[src/rtl/gpu_sched_pkg.sv]
`default_nettype none
// ============================================================================
// Module      : gpu_sched_pkg
// Description : Shared types for the GPU command scheduler: the packed
//               command record carried through the queue and the issue
//               sequencer state encoding.
// Revision    : 1.0 - initial release
// ============================================================================
package gpu_sched_pkg;

    localparam int c_OPCODE_W = 5;

    // One complete GPU command: opcode plus every operand (87 bits).
    typedef struct packed {
        logic [c_OPCODE_W-1:0] instruction;
        logic [15:0]           cpu_data;
        logic [15:0]           int_to_fp;
        logic [12:0]           gpc_val_s;
        logic [12:0]           gpc_val_i;
        logic [7:0]            inc_a;
        logic [7:0]            inc_b;
        logic [7:0]            repeat_amt;
    } gpu_cmd_t;

    typedef enum logic [1:0] {
        IDLE      = 2'd0,
        ISSUE     = 2'd1,
        WAIT_BUSY = 2'd2
    } sched_state_e;

endpackage : gpu_sched_pkg
`default_nettype wire

[src/rtl/gpu_cmd_fifo.sv]
`default_nettype none
// ============================================================================
// Module      : gpu_cmd_fifo
// Description : Synchronous FIFO of complete GPU commands. Head is read
//               combinationally; flush empties the queue and overrides any
//               push or pop on the same edge.
// Revision    : 1.0 - initial release
// ============================================================================
module gpu_cmd_fifo
    import gpu_sched_pkg::*;
#(
    parameter int DEPTH = 8,
    parameter int CNTW  = $clog2(DEPTH) + 1
) (
    input  logic            clk,
    input  logic            reset,
    input  logic            push,
    input  logic            pop,
    input  logic            flush,
    input  gpu_cmd_t        din,
    output gpu_cmd_t        dout,
    output logic            full,
    output logic            empty,
    output logic [CNTW-1:0] count
);

    localparam int c_AW = $clog2(DEPTH);

    gpu_cmd_t        mem_q [DEPTH];
    logic [c_AW-1:0] wr_ptr_q;
    logic [c_AW-1:0] rd_ptr_q;
    logic [CNTW-1:0] count_q;
    logic            w_push;
    logic            w_pop;

    // Full/empty come only from the registered count, so a pop cannot make
    // room for a push on the same edge.
    assign full   = (count_q == CNTW'(DEPTH));
    assign empty  = (count_q == '0);
    assign count  = count_q;
    assign dout   = mem_q[rd_ptr_q];
    assign w_push = push && !full && !flush;
    assign w_pop  = pop && !empty && !flush;

    // Pointer and occupancy bookkeeping; pointers wrap naturally (DEPTH is 2^n).
    always_ff @(posedge clk) begin
        if (reset || flush) begin
            wr_ptr_q <= '0;
            rd_ptr_q <= '0;
            count_q  <= '0;
        end else begin
            if (w_push) wr_ptr_q <= wr_ptr_q + 1'b1;
            if (w_pop)  rd_ptr_q <= rd_ptr_q + 1'b1;
            count_q <= count_q + CNTW'(w_push) - CNTW'(w_pop);
        end
    end

    // Storage array; only written on an accepted push, never overwritten when full.
    always_ff @(posedge clk) begin
        if (w_push) mem_q[wr_ptr_q] <= din;
    end

endmodule : gpu_cmd_fifo
`default_nettype wire

[src/rtl/gpu_cmd_scheduler.sv]
`default_nettype none
// ============================================================================
// Module      : gpu_cmd_scheduler
// Description : Buffers complete GPU commands and issues them one at a time
//               to GPU16, holding gpu_start until accepted and then waiting
//               for the GPU to go busy (or a timeout) before the next issue.
// Revision    : 1.0 - initial release
// ============================================================================
module gpu_cmd_scheduler
    import gpu_sched_pkg::*;
#(
    parameter int DEPTH       = 8,
    parameter int CNTW        = 4,
    parameter int ACK_TIMEOUT = 4
) (
    input  logic                  clk,
    input  logic                  reset,
    input  logic                  cmd_valid,
    output logic                  cmd_ready,
    input  logic [c_OPCODE_W-1:0] cmd_instruction,
    input  logic [15:0]           cmd_data,
    input  logic [15:0]           cmd_int,
    input  logic [12:0]           cmd_gpc_s,
    input  logic [12:0]           cmd_gpc_i,
    input  logic [7:0]            cmd_inc_a,
    input  logic [7:0]            cmd_inc_b,
    input  logic [7:0]            cmd_repeat,
    input  logic                  flush,
    input  logic                  gpu_busy,
    output logic                  gpu_start,
    output logic [c_OPCODE_W-1:0] instruction,
    output logic [15:0]           cpu_data,
    output logic [15:0]           int_to_fp,
    output logic [12:0]           gpc_val_s,
    output logic [12:0]           gpc_val_i,
    output logic [7:0]            gpc_inc_amount_a,
    output logic [7:0]            gpc_inc_amount_b,
    output logic [7:0]            repeat_op_amount,
    output logic [CNTW-1:0]       queue_count,
    output logic                  idle,
    output logic [15:0]           issued_count
);

    localparam int c_TW = $clog2(ACK_TIMEOUT) + 1;

    gpu_cmd_t        w_din;
    gpu_cmd_t        w_dout;
    logic            w_full;
    logic            w_empty;
    logic            w_pop;
    logic [CNTW-1:0] w_count;

    sched_state_e    state_q;
    logic            start_q;
    gpu_cmd_t        cmd_q;
    logic [c_TW-1:0] tmo_q;
    logic [15:0]     issued_q;

    assign w_din = {cmd_instruction, cmd_data, cmd_int, cmd_gpc_s, cmd_gpc_i,
                    cmd_inc_a, cmd_inc_b, cmd_repeat};

    // Flush blocks the pop so nothing leaves the queue on a discard edge.
    assign w_pop = (state_q == IDLE) && !w_empty && !flush;

    gpu_cmd_fifo #(
        .DEPTH (DEPTH),
        .CNTW  (CNTW)
    ) u_fifo (
        .clk   (clk),
        .reset (reset),
        .push  (cmd_valid),
        .pop   (w_pop),
        .flush (flush),
        .din   (w_din),
        .dout  (w_dout),
        .full  (w_full),
        .empty (w_empty),
        .count (w_count)
    );

    // Issue sequencer: pop -> hold until accepted -> wait for GPU to go busy.
    always_ff @(posedge clk) begin
        if (reset) begin
            state_q  <= IDLE;
            start_q  <= 1'b0;
            cmd_q    <= '0;
            tmo_q    <= '0;
            issued_q <= '0;
        end else begin
            case (state_q)
                IDLE: begin
                    if (w_pop) begin
                        cmd_q   <= w_dout;
                        start_q <= 1'b1;
                        state_q <= ISSUE;
                    end
                end
                ISSUE: begin
                    // An accept on a flush edge still counts as issued.
                    if (!gpu_busy) begin
                        start_q  <= 1'b0;
                        issued_q <= issued_q + 16'd1;
                        tmo_q    <= '0;
                        state_q  <= WAIT_BUSY;
                    end else if (flush) begin
                        start_q <= 1'b0;
                        state_q <= IDLE;
                    end
                end
                WAIT_BUSY: begin
                    // Short commands may finish without busy ever being seen.
                    if (gpu_busy || (tmo_q == c_TW'(ACK_TIMEOUT - 1))) begin
                        state_q <= IDLE;
                    end else begin
                        tmo_q <= tmo_q + 1'b1;
                    end
                end
                default: begin
                    state_q <= IDLE;
                    start_q <= 1'b0;
                end
            endcase
        end
    end

    assign cmd_ready        = ~w_full;
    assign queue_count      = w_count;
    assign idle             = w_empty && (state_q == IDLE) && !gpu_busy;
    assign issued_count     = issued_q;
    assign gpu_start        = start_q;
    assign instruction      = cmd_q.instruction;
    assign cpu_data         = cmd_q.cpu_data;
    assign int_to_fp        = cmd_q.int_to_fp;
    assign gpc_val_s        = cmd_q.gpc_val_s;
    assign gpc_val_i        = cmd_q.gpc_val_i;
    assign gpc_inc_amount_a = cmd_q.inc_a;
    assign gpc_inc_amount_b = cmd_q.inc_b;
    assign repeat_op_amount = cmd_q.repeat_amt;

endmodule : gpu_cmd_scheduler
`default_nettype wire

[config.mk]
export PLATFORM = sky130hd
export DESIGN_NAME = gpu_cmd_scheduler
export DESIGN_NICKNAME = d
export VERILOG_FILES = /design/src/rtl/gpu_sched_pkg.sv /design/src/rtl/gpu_cmd_fifo.sv /design/src/rtl/gpu_cmd_scheduler.sv
export SDC_FILE = /design/constraint.sdc
export NUM_CORES = 1
export LEC_CHECK = 0
export CAP_MARGIN = 20
export CORE_MARGIN = 3
export CORE_UTILIZATION = 55
export DETAILED_ROUTE_END_ITERATION = 10
export GPL_TIMING_DRIVEN = 0
export PLACE_DENSITY = 0.85
export RECOVER_POWER = 25
export SLEW_MARGIN = 40
export SYNTH_ARGS = -nofsm -noshare
export SYNTH_HDL_FRONTEND = slang
export SYNTH_HIERARCHICAL = 1
export SYNTH_SLANG_ARGS = --single-unit
[constraint.sdc]
create_clock -name clk -period 21.3 [get_ports clk]
set_clock_uncertainty 0.1 [all_clocks]
set_input_delay 4.26 -clock clk [delete_from_list [all_inputs] [get_ports clk]]
set_output_delay 4.26 -clock clk [all_outputs]
set_load 0.03 [all_outputs]
==> qor.txt <==
outcome = complete, no violations
via/cell ratio = 6.03
residual DRC count = 0
GR Util All Layers = 25.6%
final critical-path share of the clock period = 46.0%
CTS max path bufs = 3
share of cells above drive strength 1 = 24.7%
Post-synth EDFFs = 696
drt wl/cell = 26.7 µm
Routed Antenna Nets = 0
Final Setup Violations = 0
Die W = 243 µm
RD Place Congestion = 0.781
DP Worst Slack = 11.53 ns
Final nets = 2053
fmax = 0.102 GHz
most common cell after layout, fill and taps aside = edfxtp_1
synth warn = 6
prevailing post-synth register cell = edfxtp_1
Period minus WS final = 9.80 ns
fillers = 3306
Detailed Route WL = 74200 µm
slowest CP cell = clkdlybuf4s50_1
Critical Path RT = 16.94 ns
Final Worst Setup Slack = 11.50 ns
area grow syn2layout = 22.0%
Syn Std Cell Area = 30800 µm²
die area = 59000 µm²
worst path arrival time = 5.44 ns
type of the worst setup path = in -> out
RSZ-0062 raised after global routing = no
H-tree levels = 3
register area share after synthesis = 75.7%
Clock Latency Late Sink = 0.62 ns
Clk pin slew, worst setup/hold paths = 0.06 ns
Sink Count = 818
CP Max Fanout = 9
final hold violation count = 0
DP Wirelength = 47000 µm
core box area = 55300 µm²
CTS tree = built
most frequent cells in the layout = 696 x edfxtp_1, 185 x nand2_1, 174 x mux4_2, 144 x clkdlybuf4s50_1, 122 x dfxtp_1
Slew HR = 44.9%
Area after DPL = 35000 µm²
slowest stage delay, CP = 0.73 ns
final design utilization = 68.1%
cell count after synthesis = 1597
routed vias = 16740
slew of the pin with the lowest slew margin = 0.827 ns
worst hold path type = reg -> reg
max-slew violations = 0
Max-Cap Viols = 0
Initial Utilization = 55.8%
#FFs+latches synth = 818
CTS Buf Count = 78
Synth async-reset ratio = 0%
post-CTS setup buffers = 0
post-synthesis average cell area = 19.3 µm²
Max IR drop VDD = 0.0593 mV
remaining global-route overflow = 0
first-pass GRT wire length = 112000 µm
cts hold-fix bufs = 0
initial DRC count = 1450
detailed-router iteration count before antenna repair = 6
Setup TNS Final = 0 ns
Critical Path Source Type = primary input
Final Cell Area = 37600 µm²
Port Buf Inserts = 200
die height = 243 µm
cell leakage power = 11.8 nW
Top Ports = 202
CTS resizes = 0
Root Buffer = clkbuf_16
initial antenna violation count = 25
Netlist cell types = 42
endpoint class of the critical path = output port
worst-path cell chain = buf_2 -> nor3_1 -> clkdlybuf4s50_1
Core Rows = 86
Power Dens Cells = 86.9 nW/µm²
Synth Net Count = 1700
largest net degree at the start of global routing = 17
vias in the first global route = 17747
-- sequential cells by signal (all words and copies together) (netlist names), named ones only --
name,cells
cpu_data,16
gpc_inc_amount_a,8
gpc_inc_amount_b,8
gpc_val_i,13
gpc_val_s,13
gpu_start,1
instruction,5
int_to_fp,16
issued_count,16
repeat_op_amount,8
state_q,2
tmo_q,3
u_fifo/count,4
u_fifo/mem_q,696
u_fifo/rd_ptr_q,3
u_fifo/wr_ptr_q,3
-- final cells by class --
type	instances	area, µm²	area share (%)
diodes	13	32.5	0.0864
plain buffers	85	479	1.27
clock buffers	104	2200	5.86
clock inverters	41	439	1.17
inverters	17	63.8	0.170
multi-input cells	677	7020	18.7
flip-flops and latches	818	23300	62.0
well taps	748	936	2.49
repair buffers	273	3120	8.30
-- kinds of logic after synthesis --
kind of cell | Yosys count | share of synthesized area (%)
muxes | 264 | 16.0
adders and majority gates | 11 | 0.470
DFF | 818 | 75.7
AOI/OAI and AO/OA | 128 | 2.19
xor gates and xnor gates | 11 | 0.312
and+or+nand+nor | 263 | 3.63
buffers and inverters | 102 | 1.75
-- through the flow --
stage / power, mW / instances / hold slack, ns
6_report: 3.27 / 2776 / 0.358
3_3_place_gp: 1.89 / 2545 / 0.344
4_1_cts: 3.29 / 2762 / 0.361
2_1_floorplan: 1.83 / 1597 / 0.358
5_1_grt: 3.36 / 2771 / 0.381
3_5_place_dp: 1.89 / 2617 / 0.350
-- cells in the mapped netlist (all sizes together) (3+ instances only) --
cell	count	area, µm²
or4	6	45.0
buf	42	314
nand2b	4	25.0
ha	10	125
mux2i	3	30.0
or3b	3	26.3
xnor2	6	52.6
or3	7	43.8
o21ai	9	45.0
a21oi	106	531
xor2	5	43.8
o31ai	4	30.0
or2	4	27.5
nor4	3	18.8
nor3	8	40.0
mux2	87	980
nand3	8	40.0
nand2	185	694
clkbuf	43	161
mux4	174	3920
nor2	28	105
edfxtp	696	20900
inv	17	63.8
dfxtp	122	2440
-- worst paths after layout --
path / from / slack, ns / depth (start not counted) / to
worst min-delay path: gpc_val_i[7] / 0.36 / 2 / gpc_val_i[7]
worst max register to register: u_fifo/count[2] / 16.88 / 16 / u_fifo/count[2]
worst min register to register: gpc_val_i[7] / 0.36 / 2 / gpc_val_i[7]
worst max-delay path: gpu_busy / 11.50 / 3 / idle
-- worst max-delay path, delay by kind of cell --
kind                   cells  cell delay [ns]
buffers and inverters      2             0.87
and+or+nand+nor            1             0.30
-- metal layers --
layer | track usage, % | up-vias | part of all wire (%)
li1 | - | 7066 | -
met1 | 32.8 | 8564 | 37
met2 | 42.3 | 887 | 51
met3 | 5.77 | 209 | 8.8
met4 | 11.7 | 14 | 4.0
met5 | 0 | - | 0.12
-- where the power goes --
| group | switching [mW] | internal, mW |
|---|---|---|
| combinational | 0.0601 | 0.0403 |
| sequential | 0.00651 | 1.75 |
| clock | 0.585 | 0.828 |
Power figures use the tool's default switching activity.
